File: src/rtl/br_resolve.sv
// br_resolve: EX-stage conditional branch resolution with a held redirect toward IF.
// Define BR_STAT_EN to add saturating branch/taken statistics counters (stat_br_cnt, stat_taken_cnt).

module cmp #(
    parameter int WIDTH = 32
) (
    input  logic [2:0]       i_op,
    input  logic [WIDTH-1:0] i_arg0,
    input  logic [WIDTH-1:0] i_arg1,
    output logic             o_true
);

    localparam logic [2:0] CMP_OP_EQ  = 3'd0;
    localparam logic [2:0] CMP_OP_NE  = 3'd1;
    localparam logic [2:0] CMP_OP_LT  = 3'd4;
    localparam logic [2:0] CMP_OP_GE  = 3'd5;
    localparam logic [2:0] CMP_OP_LTU = 3'd6;
    localparam logic [2:0] CMP_OP_GEU = 3'd7;

    // Opcodes 2 and 3 are unassigned and must never report a true condition.
    always_comb begin
        o_true = 1'b0;
        case (i_op)
            CMP_OP_EQ:  o_true = (i_arg0 == i_arg1);
            CMP_OP_NE:  o_true = (i_arg0 != i_arg1);
            CMP_OP_LT:  o_true = ($signed(i_arg0) <  $signed(i_arg1));
            CMP_OP_GE:  o_true = ($signed(i_arg0) >= $signed(i_arg1));
            CMP_OP_LTU: o_true = (i_arg0 <  i_arg1);
            CMP_OP_GEU: o_true = (i_arg0 >= i_arg1);
            default:    o_true = 1'b0;
        endcase
    end

endmodule

module br_resolve #(
    parameter int WIDTH = 32
`ifdef BR_STAT_EN
    ,
    parameter int CNT_W = 16
`endif
) (
    input  logic             clk,
    input  logic             reset,
    input  logic             ex_en,
    input  logic             ex_is_br,
    input  logic [2:0]       ex_br_op,
    input  logic [WIDTH-1:0] ex_rs1,
    input  logic [WIDTH-1:0] ex_rs2,
    input  logic [WIDTH-1:0] ex_pc,
    input  logic [WIDTH-1:0] ex_br_offset,
    input  logic             stall,
    input  logic             flush,
    input  logic             redirect_ack,
    output logic             redirect_req,
    output logic [WIDTH-1:0] redirect_pc,
    output logic             br_taken,
    output logic             br_misalign,
`ifdef BR_STAT_EN
    output logic [CNT_W-1:0] stat_br_cnt,
    output logic [CNT_W-1:0] stat_taken_cnt,
`endif
    output logic             busy
);

    typedef enum logic {
        IDLE,
        WAIT_ACK
    } state_t;

    state_t           r_state;
    state_t           w_next_state;
    logic             w_cond;
    logic             w_accept;
    logic             w_aligned;
    logic [WIDTH-1:0] w_tgt;
    logic [WIDTH-1:0] r_redirect_pc;
    logic             r_br_taken;
    logic             r_br_misalign;

    cmp #(.WIDTH(WIDTH)) u_cmp (
        .i_op   (ex_br_op),
        .i_arg0 (ex_rs1),
        .i_arg1 (ex_rs2),
        .o_true (w_cond)
    );

    assign w_tgt     = ex_pc + ex_br_offset;
    assign w_aligned = (w_tgt[1:0] == 2'b00);
    assign w_accept  = ex_en & ex_is_br & ~stall & ~flush & (r_state == IDLE);

    // Flush and ack both retire the pending redirect; they lead to the same result.
    always_comb begin
        w_next_state = r_state;
        case (r_state)
            IDLE:     if (w_accept & w_cond & w_aligned) w_next_state = WAIT_ACK;
            WAIT_ACK: if (flush | redirect_ack) w_next_state = IDLE;
            default:  w_next_state = IDLE;
        endcase
    end

    always_ff @(posedge clk or posedge reset) begin
        if (reset) begin
            r_state <= IDLE;
        end else begin
            r_state <= w_next_state;
        end
    end

    always_ff @(posedge clk or posedge reset) begin
        if (reset) begin
            r_redirect_pc <= '0;
            r_br_taken    <= 1'b0;
            r_br_misalign <= 1'b0;
        end else begin
            r_br_taken    <= w_accept & w_cond;
            r_br_misalign <= w_accept & w_cond & ~w_aligned;
            if (w_accept & w_cond & w_aligned) begin
                r_redirect_pc <= w_tgt;
            end
        end
    end

    assign redirect_req = (r_state == WAIT_ACK);
    assign busy         = (r_state == WAIT_ACK);
    assign redirect_pc  = r_redirect_pc;
    assign br_taken     = r_br_taken;
    assign br_misalign  = r_br_misalign;

`ifdef BR_STAT_EN
    logic [CNT_W-1:0] r_stat_br_cnt;
    logic [CNT_W-1:0] r_stat_taken_cnt;

    // Counters stick at all-ones rather than wrapping.
    always_ff @(posedge clk or posedge reset) begin
        if (reset) begin
            r_stat_br_cnt    <= '0;
            r_stat_taken_cnt <= '0;
        end else begin
            if (w_accept && (r_stat_br_cnt != '1)) begin
                r_stat_br_cnt <= r_stat_br_cnt + CNT_W'(1);
            end
            if (w_accept && w_cond && (r_stat_taken_cnt != '1)) begin
                r_stat_taken_cnt <= r_stat_taken_cnt + CNT_W'(1);
            end
        end
    end

    assign stat_br_cnt    = r_stat_br_cnt;
    assign stat_taken_cnt = r_stat_taken_cnt;
`endif

endmodule
File: config.mk
export PLATFORM = sky130hd
export DESIGN_NAME = br_resolve
export DESIGN_NICKNAME = d
export VERILOG_FILES = /design/src/rtl/br_resolve.sv
export SDC_FILE = /design/constraint.sdc
export NUM_CORES = 1
export LEC_CHECK = 0
export BUFFER_PORTS_ARGS = -buffer_cell sky130_fd_sc_hd__buf_2
export CORE_UTILIZATION = 48
export CTS_CLUSTER_SIZE = 20
export DETAILED_ROUTE_END_ITERATION = 10
export PLACE_DENSITY = 0.91
export SLEW_MARGIN = 30
export SYNTH_ARGS = -nofsm -noshare
export SYNTH_HDL_FRONTEND = slang
export SYNTH_SLANG_ARGS = --single-unit
File: constraint.sdc
create_clock -name clk -period 2.35 [get_ports clk]
set_input_delay 0.235 -clock clk [delete_from_list [all_inputs] [get_ports clk]]
set_output_delay 0.235 -clock clk [all_outputs]
set_load 0.01 [all_outputs]
Word level (Yosys, flattened, before mapping)
Index checks and enable logic that the tools add are counted.
{"block": "classes", "add_sub_neg": 1, "order_cmp": 4, "eq_ne": 7, "muxes": 4, "bitwise_logic": 12, "reduce_logical": 2}
{"op": "$ge A32 B32 Y1", "count": 2}
{"op": "$lt A32 B32 Y1", "count": 2}
{"op": "$add A32 B32 Y32", "count": 1}
{"op": "$eq A32 B32 Y1", "count": 1}
{"op": "$ne A32 B32 Y1", "count": 1}
{"op": "$eq A3 B3 Y1 const B", "count": 4}
{"op": "$and A1 B1 Y1", "count": 7}
{"op": "$pmux W1 S6", "count": 1}
{"op": "$not A1 Y1", "count": 4}
{"op": "$eq A3 B1 Y1 const B", "count": 1}
{"op": "$logic_not A3 Y1", "count": 1}
{"op": "$logic_not A2 Y1", "count": 1}
{"op": "$mux W1", "count": 2}
{"op": "$pmux W1 S2", "count": 1}
{"op": "$or A1 B1 Y1", "count": 1}
{"block": "word_totals", "ff_bits": 35}

Longest topological paths before layout
Gate-level depths: netlist of run 1.
{"block": "logic_depth", "depth_word": 8, "depth_mapped": 12, "depth_no_buf": 12}

Hierarchy
From an unflattened synthesis of run 1, not the netlist that was laid out.
{"block": "unflattened", "hier_cells": 503, "hier_area_um2": 4081.4}
{"mod": "br_resolve", "instances": 1, "cells_each": 375, "area_per_inst_um2": 3158.0, "seq_area_each_um2": 875.8}
{"mod": "cmp", "instances": 1, "cells_each": 128, "area_per_inst_um2": 923.4, "seq_area_each_um2": 0.0}

Least setup slack after synthesis of run 1
No wires, ideal clock.
{"block": "synth_path", "path_type": "input to register", "startpoint": "input port ex_rs2[15]", "endpoint": "register r_redirect_pc[31], in the netlist redirect_pc[31]", "setup_ns": 0.125, "arrival_time_ns": 2.443, "t_required_ns": 2.225, "path_slack_ns": -0.218, "stages": 11, "path_buffers": 0, "cell_sequence": "inv_1 -> ha_1 -> nand4_1 -> nor4_2 -> o21ai_1 -> a41oi_1 -> o21ai_1 -> or3_1 -> a31o_1 -> and3_4 -> mux2_4"}
{"block": "synth_via", "elab_chain_len": 4, "word_cells_on_any_way": 9}
{"item": "from (decl)", "line": "49", "source": "input logic [WIDTH-1:0] ex_rs2,"}
{"item": "$ge A32 B32 Y1 (tied with other cells)", "line": "29", "source": "CMP_OP_GEU: o_true = (i_arg0 >= i_arg1);"}
{"item": "$pmux W1 S6 *", "line": "23", "source": "case (i_op)"}
{"item": "$and A1 B1 Y1 * (2 in series)", "line": "118", "source": "if (w_accept & w_cond & w_aligned) begin"}
{"item": "to (signal assigned)", "line": "119", "source": "r_redirect_pc <= w_tgt;"}
{"item": "to (decl)", "line": "77", "source": "logic [WIDTH-1:0] r_redirect_pc;"}
Mark *: on every way between the ends. The rest lies on a longest branch, timed or not.
A chain may end at the register's enable or synchronous reset.

Worst setup path in the final report of run 1
{"block": "layout_path", "startpoint": "input port ex_rs2[28]", "endpoint": "register r_redirect_pc[9], in the netlist redirect_pc[9]"}
Same word-level chain as after synthesis.

==> metrics, run 1 <==
Max Cap Violations=0; via count=4806; starting density of the core=50.25%; CP Launch Type=input pin; HPWL after detailed placement=9907 um; CTS tree=done; Setup Skew=11.11 ps; register area share after synthesis=23.65%; Final Hold Fails=0; Clk Latency, worst-skew pair=290 ps; final worst-path cycle share=113.8%; worst-case clock buffer depth=2; failing checks=setup timing; Post-synth top flop=dfrtp_1; Slew HR=68.53%; CTS clk-pin slew, worst paths=80 ps; Wirelength per Cell=19.38 um; WP data arrival=2890 ps; largest net degree at the start of global routing=36; Slew Viols, Final=0; Yosys Warn Count=0; Post-Route Utilization=83.06%; Tmin final=2675 ps; die height=89.84 um; gpl congestion=0.9044; endpoint class of the critical path=register; Seq cells post-synth=35; residual overflow from global routing=0; Post-Syn Area=3704 um^2; first-pass GRT wire length=22910 um; LEAKAGE=3.198 nW; Placed Cells=797; CORE AREA=7370 um^2; Hold Buf Count CTS=0; fin cells=816; Area Growth Syn to Fin=65.27%; GR peak layer=met2; crit path max fanout=7; Critical Path RT=2560 ps; crit path kind=in -> reg; CTS Buf Count=5; count of flip-flops with a built-in enable after synthesis=0; clock root cell=clkbuf_8; die extent in x=89.84 um; IO Count=174; share of cells above drive strength 1=49.23%; Total GRT Usage=35.15%; Cells after Synth=465; Avg Cell Area, Syn=7.965 um^2; met1 GRT Util=36.37%; met2 Use GR=65.45%; peak supply drop=0.0003475 V; Routed Wire Length=15810 um; Pwr Density=454.8 nW/um^2; post-route DRC violation count=0; Worst Tran Pin Value=472.1 ps; Hold WC Path Type=in -> async; Final ANT Viol Nets=0; clk sinks=35; status=finished, violations left; First-pass DRT Iterations=7; H-tree levels=2; syn nets=667; Inserted Diodes=0; row cnt=31; iteration-0 DRC count of the detailed router=201; setup ws final=-325.1 ps; number of fill cells in the layout=448; Die Footprint=8071 um^2; nets@finish=918; FMAX=373.8 MHz; port bufs=173; synth unique cells=56; final setup violation count=34; met3 global-route usage=6.599%; vias per cell=5.890; RSZ-0062 raised after global routing=true; vias in the first global route=5014; Post-synth ARST share=100.0%; initial antenna violation count=1
-- per-layer routing --
layer | share of wire, % | routed length, um | vias up
met5 | 0.070 | 11 | -
met4 | 6.2 | 982 | 2
met3 | 7.9 | 1248 | 106
met1 | 35 | 5544 | 2205
li1 | - | - | 2172
met2 | 51 | 8024 | 321
-- Yosys cell counts, drive strengths merged, types with 7 or more instances --
library cell | number | share of area (%)
nor2b | 7 | 1.2
nor2 | 24 | 2.4
nand3 | 14 | 2.0
a21oi | 39 | 5.3
nand2 | 58 | 5.9
xnor2 | 11 | 2.6
ha | 63 | 21
o21ai | 50 | 6.8
dfrtp | 35 | 24
a21o | 16 | 3.2
nor3 | 8 | 1.1
inv | 46 | 4.7
xor2 | 15 | 3.5
-- stage by stage --
stage	power [mW]	worst slack [ps]	instance area [um^2]	TNS, ps	hold slack (ps)
finish	2.784	-325.1	6121	-9482	56.91
global route	2.943	-347.5	6121	-10180	94.94
CTS	2.586	-26.08	5866	-26.08	65.96
detailed placement	1.949	-533.1	5350	-15580	370.6
global placement	1.883	-453.7	5350	-12580	360.4
floorplan	1.419	-61.30	3862	-61.30	389.1
-- cell families after synthesis --
| kind of cell | after synthesis | synth area share, % |
|---|---|---|
| xor gates and xnor gates | 26 | 6.149 |
| buffers and inverters | 54 | 5.743 |
| DFF | 35 | 23.65 |
| muxes | 1 | 0.4053 |
| AOI/OAI and AO/OA | 144 | 24.06 |
| and+or+nand+nor | 141 | 18.18 |
| adders and majority gates | 64 | 21.82 |
-- worst max-delay path, stage by stage --
cell and delay, ps:
buf_2 100, inv_1 40, ha_1 320, nand3_1 140, nor4_2 410, nand2_1 150
a41oi_2 230, o21ai_2 90, or3_4 400, buf_6 130, a31oi_4 180, buf_12 170
buf_12 160, nand2_2 70, o21ai_2 60
-- where the power goes --
part,total (mW),leakage (nW),switching (mW),internal [mW]
clock network,0.560,0.0581,0.244,0.316
registers,0.800,0.474,0.0889,0.711
logic,1.42,2.67,0.729,0.694
total,2.78,3.20,1.06,1.72
-- cell usage in the layout, fill, tap and decap left out, types with 6 or more instances in the layout --
master   netlist  routed
nand3_1       13      12
o21ai_0       46      16
inv_2          0      11
nand2_2        0      12
a21o_1        16      16
inv_1         46      33
nor2_1        24      24
a21oi_1       39      33
buf_2          3     155
nor3_1         8       7
nand2_4        0       6
nand2_1       58      40
o21ai_2        0      13
buf_6          0      21
o21ai_1        4      21
dfrtp_1       35      35
buf_4          1      70
ha_4           0      19
xor2_1        15      15
ha_1          63      43
a21oi_2        0       6
xnor2_1       11      11
nor2b_1        7       6
-- registers in the layout (all words and copies together), names as in the netlist --
register / flops
br_misalign: 1
br_taken: 1
busy: 1
redirect_pc: 32
-- cell type report --
type                    count  area [um^2]  share of cell area [%]
inverters                  46        187.7                   3.066
flip-flops and latches     35        875.8                   14.31
clock buffers               5        68.82                   1.124
multi-input cells         376         3148                   51.43
well taps                  99        123.9                   2.024
repair buffers            252         1673                   27.33
clock inverters             3        43.79                  0.7155
-- final timing paths --
kind	start	endpoint	slack (ps)	cells after the start
setup reg to reg	busy	redirect_pc[24]	350	9
hold / removal	reset	redirect_pc[2]	60	3
setup / recovery	ex_rs2[28]	redirect_pc[9]	-330	15
hold reg to reg	redirect_pc[26]	redirect_pc[26]	500	2
max in group asynchronous	reset	redirect_pc[15]	1960	3
min in group clk	redirect_ack	busy	220	4
-- what timing repair did --
item | 4_1_cts | 5_1_grt
gates cloned | 2 | 1
endpoints found under the setup margin | 34 | 35
resized for setup | 60 | 72
buffers inserted | 5 | 4
pin swaps | 21 | 27
No activity file was read; power rests on OpenSTA's default activity.
==> run 2: changes to the inputs <==
==> constraint.sdc (replaced) <==
create_clock -name clk -period 2.5 [get_ports clk]
set_input_delay 0.25 -clock clk [delete_from_list [all_inputs] [get_ports clk]]
set_output_delay 0.25 -clock clk [all_outputs]
set_load 0.01 [all_outputs]
==> run 2 against run 1 <==
Against the previous run: the flow still finishes with violations (setup timing); clock power decreased by 19%; hold slack improved by 19 ps; utilization decreased by 6.2 points; critical path type unchanged; largest cell class unchanged; via count decreased by 6.2%; count of clock-buffer cells in the layout increased by 3; wire length decreased by 15%; cell area decreased by 7.5%; total power decreased by 15%; largest power group unchanged.
==> metrics, run 2 (synthesized netlist as in run 1, its figures left out) <==
max reg flops=32; crit path max-delay cell type=or3_4; Die Footprint=8071 um^2; failing checks=setup timing; vias in the first global route=4436; endpoint class of the critical path=register; fin cells=797; share of cells above drive strength 1=41.40%; Tmin final=2523 ps; crit-path max cell delay=400 ps; gpl congestion=0.8965; critical path's top delay family=simple AND/OR/NAND/NOR gates; vias per cell=5.657; Max Cap Violations=0; crit path max fanout=3; Area Growth Syn to Fin=52.84%; commonest non-fill, non-tap cells in the layout=buf_2 (166), nand2_1 (57), buf_4 (50), ha_1 (47), inv_1 (42); CORE AREA=7370 um^2; Setup Skew=5.524 ps; initial antenna violation count=0; Placed Cells=782; die height=89.84 um; iteration-0 DRC count of the detailed router=129; setup ws final=-23.11 ps; clock root cell=clkbuf_8; Buf/Inv on CP=3; Critical Path, Cell by Cell=buf_2 -> inv_1 -> ha_1 -> nand4_1 -> nor4_4 -> buf_4 -> nand2_1 -> a41oi_2 -> o21ai_2 -> or3_4 -> a31o_4 -> and3_4 -> mux2_4; IO Count=174; clk sinks=35; Total GRT Usage=27.94%; HPWL after detailed placement=9381 um; Hold WC Path Type=in -> async; RSZ-0062 raised after global routing=true; worst-case clock buffer depth=2; port bufs=173; Pwr Total=2.353 mW; Hold Buf Count CTS=0; die extent in x=89.84 um; via count=4509; Total Neg Setup Slack=-23.11 ps; largest net degree at the start of global routing=36; CTS clk-pin slew, worst paths=70 ps; hold_ws=76.30 ps; Critical Path RT=2670 ps; nets@finish=899; Final ANT Viol Nets=0; Slew Viols, Final=0; first-pass GRT wire length=18740 um; post-route DRC violation count=0; CTS tree=done; row cnt=31; peak supply drop=0.0002774 V; H-tree levels=2; Slew HR=68.24%; CP Launch Type=input pin; starting density of the core=50.25%; final setup violation count=1; Final Hold Fails=0; Routed Wire Length=13360 um; LEAKAGE=3.037 nW; WP data arrival=2690 ps; crit path kind=in -> reg; Worst Tran Pin Value=476.4 ps; most common cell after layout, fill and taps aside=buf_2; Wirelength per Cell=16.77 um; CTS Buf Count=5; Clk Latency, worst-skew pair=280 ps; Inserted Diodes=0; final worst-path cycle share=100.9%; FMAX=396.3 MHz; First-pass DRT Iterations=4; status=finished, violations left; Pwr Density=415.6 nW/um^2; residual overflow from global routing=0
-- run 2: cell types whose count changed in the layout (fill, tap and decap cells not counted), sizes merged --
cell    delta
buf       -18
clkbuf     +2
clkinv     -2
bufinv     -1
-- run 2: metal layers --
layer | track usage (%) | share of wire [%]
met2 | 51.79 | 52
met3 | 6.091 | 4.9
met5 | 0 | 0
met1 | 30.08 | 37
met4 | 12.84 | 6.3
-- run 2: layout make-up --
class	count	area (um^2)
multi-input combinational	376	2959
fill	487	1709
timing repair buffer	233	1426
sequential	35	875.8
inverter	46	175.2
tap	99	123.9
clock buffer	8	100.1
-- run 2: stage by stage --
stage / cell area (um^2) / util (%) / worst slack [ps]
after floorplan: 3715 / - / 13.24
after global placement: 5090 / 69.07 / -277.2
after detailed placement: 5090 / 69.07 / -369.1
after CTS: 5207 / 70.66 / 0.7807
after global routing: 5660 / 76.81 / -151.9
final: 5660 / 76.81 / -23.11
-- run 2: path summary, 6_finish.rpt --
path / endpoint / depth (start not counted) / slack, ps / start
worst max-delay path: redirect_pc[31] / 13 / -20 / ex_rs2[22]
worst min-delay path: redirect_pc[2] / 3 / 80 / reset
worst max register to register: redirect_pc[24] / 8 / 400 / busy
worst min register to register: redirect_pc[2] / 2 / 490 / redirect_pc[2]
max in group asynchronous: redirect_pc[14] / 3 / 2090 / reset
min in group clk: busy / 4 / 250 / redirect_ack
-- run 2: what timing repair did --
item,in CTS,in global routing
resized for setup,4,76
endpoints found under the setup margin,16,33
pin swaps,1,29
setup buffers,0,5
cloned,0,2
-- run 2: worst register-to-register path: cells and delay by family (launching register included) --
kind	cells	cell delay, ps
and+or+nand+nor	3	790
AOI/OAI and AO/OA	2	270
DFF	1	440
buffers and inverters	3	490
-- run 2: power by group --
group | internal, mW | switching, mW
combinational | 0.569 | 0.604
sequential | 0.669 | 0.0581
clock | 0.252 | 0.201
total | 1.49 | 0.863
==> run 3: changes to the inputs <==
--- a/config.mk
+++ b/config.mk
@@ -6,11 +6,12 @@
 export NUM_CORES = 1
 export LEC_CHECK = 0
 export BUFFER_PORTS_ARGS = -buffer_cell sky130_fd_sc_hd__buf_2
-export CORE_UTILIZATION = 48
+export CORE_UTILIZATION = 40
 export CTS_CLUSTER_SIZE = 20
 export DETAILED_ROUTE_END_ITERATION = 10
-export PLACE_DENSITY = 0.91
+export PLACE_DENSITY = 0.78
 export SLEW_MARGIN = 30
 export SYNTH_ARGS = -nofsm -noshare
 export SYNTH_HDL_FRONTEND = slang
+export SYNTH_HIERARCHICAL = 1
 export SYNTH_SLANG_ARGS = --single-unit
==> run 3 against run 2 <==
Against the previous run: utilization shrank 13 points; synthesized cell count up 8.2%; cell area is 10% higher; cell count increased by 6.3%; sequential share of layout area is 1.4 points lower; largest cell class unchanged; critical path depth up 6; sequential power grew 6.6%; critical path type unchanged; wire length is 0.12% higher; total power grew 3.9%; the run still ends with setup timing left; via count rose by 2.8%.
==> metrics, run 3 <==
status=finished, violations left; failing checks=setup timing; HPWL after detailed placement=9963 um; worst-case clock buffer depth=2; port bufs=173; Pwr Density=392.1 nW/um^2; die extent in x=103.0 um; fin cells=847; WP data arrival=3110 ps; CTS tree=done; synth unique cells=68; LEAKAGE=3.118 nW; FMAX=341.7 MHz; Hold WC Path Type=in -> async; Setup Skew=5.409 ps; Total Neg Setup Slack=-9953 ps; Post-synth top flop=dfrtp_1; Routed Wire Length=13380 um; register area share after synthesis=21.46%; synth cell count leaders=ha_1 (63), nand2_1 (57), a21oi_1 (52), inv_1 (40), o21ai_0 (37); Max Cap Violations=0; Placed Cells=823; synth top area cells=dfrtp_1 (21%), ha_1 (19%), a21oi_1 (6.4%); peak supply drop=0.0001976 V; Seq cells post-synth=35; initial antenna violation count=0; post-synth top area share=21.46%; largest net degree at the start of global routing=36; via count=4634; clock root cell=clkbuf_8; final setup violation count=32; row cnt=36; vias in the first global route=4237; Area Growth Syn to Fin=52.73%; Final ANT Viol Nets=0; die height=103.0 um; commonest non-fill, non-tap cells in the layout=buf_2 (163), a21oi_1 (50), nand2_1 (43), ha_1 (42), dfrtp_1 (35); final worst-path cycle share=117.1%; iteration-0 DRC count of the detailed router=111; area leader, netlist=dfrtp_1; count of flip-flops with a built-in enable after synthesis=0; Total GRT Usage=21.94%; First-pass DRT Iterations=4; CP Launch Type=input pin; clk sinks=35; RSZ-0062 raised after global routing=true; vias per cell=5.471; endpoint class of the critical path=register; nets@finish=915; Post-synth ARST share=100.0%; Die Footprint=10610 um^2; Final Hold Fails=0; crit path kind=in -> reg; syn nets=705; Yosys Warn Count=6; Clk Latency, worst-skew pair=290 ps; H-tree levels=2; Wirelength per Cell=15.80 um; CTS clk-pin slew, worst paths=80 ps; post-route DRC violation count=0; most common cell after layout, fill and taps aside=buf_2; Slew HR=45.75%; Tmin final=2927 ps; Avg Cell Area, Syn=8.114 um^2; Inserted Diodes=0; Post-Route Utilization=63.48%; residual overflow from global routing=0; Cells after Synth=503; setup ws final=-426.7 ps; first-pass GRT wire length=18420 um; starting density of the core=41.56%; Worst Tran Pin Value=806.3 ps; crit path max fanout=7; CTS Buf Count=5; Pwr Total=2.444 mW; CORE AREA=9819 um^2; count leader, synth=ha_1; Post-Syn Area=4081 um^2; share of cells above drive strength 1=48.04%; Place WS=-649.4 ps; Slew Viols, Final=0; gpl congestion=0.9703; Critical Path RT=2680 ps; max reg flops=32; IO Count=174
-- run 3: worst max-delay path, cell delays in order --
cell,delay (ps)
buf_2,110
inv_1,90
ha_1,260
nand4_1,150
buf_4,150
nor4_4,50
buf_4,140
a211oi_2,200
a311oi_2,70
a211o_2,290
nor3_2,160
nor4b_4,240
nand3_2,140
inv_2,100
nand2_4,90
buf_6,160
nand2_1,80
o311ai_2,100
a211o_1,270
-- run 3: what timing repair did --
action,4_1_cts,5_1_grt
hold buffers,0,0
pin swaps,15,26
gates resized for setup,47,64
gates cloned,1,6
buffers inserted,7,3
setup endpoints to repair,31,33
-- run 3: area by class of cell --
class | count | area, um^2
Clock buffer | 5 | 68.82
Clock inverter | 3 | 20.02
Multi-Input combinational cell | 409 | 3471
Sequential cell | 35 | 875.8
Timing Repair Buffer | 222 | 1464
Inverter | 40 | 167.7
Fill cell | 828 | 3586
Tap cell | 133 | 166.4
-- run 3: logic make-up after synthesis --
family                     share of synthesized area, %
AOI/OAI and AO/OA                                 27.04
and+or+nand+nor                                   19.62
adders and majority gates                         19.80
buffers and inverters                             6.621
DFF                                               21.46
xor gates and xnor gates                          4.721
muxes                                            0.7358
-- run 3: stage by stage --
stage | hold WS [ps] | instance area, um^2
2_1_floorplan | 357.3 | 4304
3_3_place_gp | 377.9 | 5425
3_5_place_dp | 379.3 | 5425
4_1_cts | 60.57 | 5826
5_1_grt | 95.80 | 6233
6_report | 44.01 | 6233
-- run 3: report_power, final --
group | internal, mW | leakage (nW) | switching, mW
sequential | 0.683 | 0.472 | 0.0917
combinational | 0.583 | 2.61 | 0.667
clock | 0.194 | 0.0402 | 0.225
-- run 3: worst paths after layout --
check / startpoint / to / slack (ps) / cells past startpoint
max reg2reg: busy / redirect_pc[27] / 710 / 8
max in group asynchronous: reset / redirect_pc[9] / 2120 / 3
min reg2reg: redirect_pc[5] / redirect_pc[5] / 480 / 2
min: reset / redirect_pc[10] / 40 / 3
max: ex_rs2[12] / redirect_pc[27] / -430 / 19
min in group clk: redirect_ack / busy / 130 / 2
-- run 3: layer usage --
metal,wire length [um],track usage [%],up-vias
li1,-,-,2282
met1,5262,24.88,2140
met2,6955,42.15,187
met3,890,2.712,25
met4,271,7.259,0
met5,0,0,-
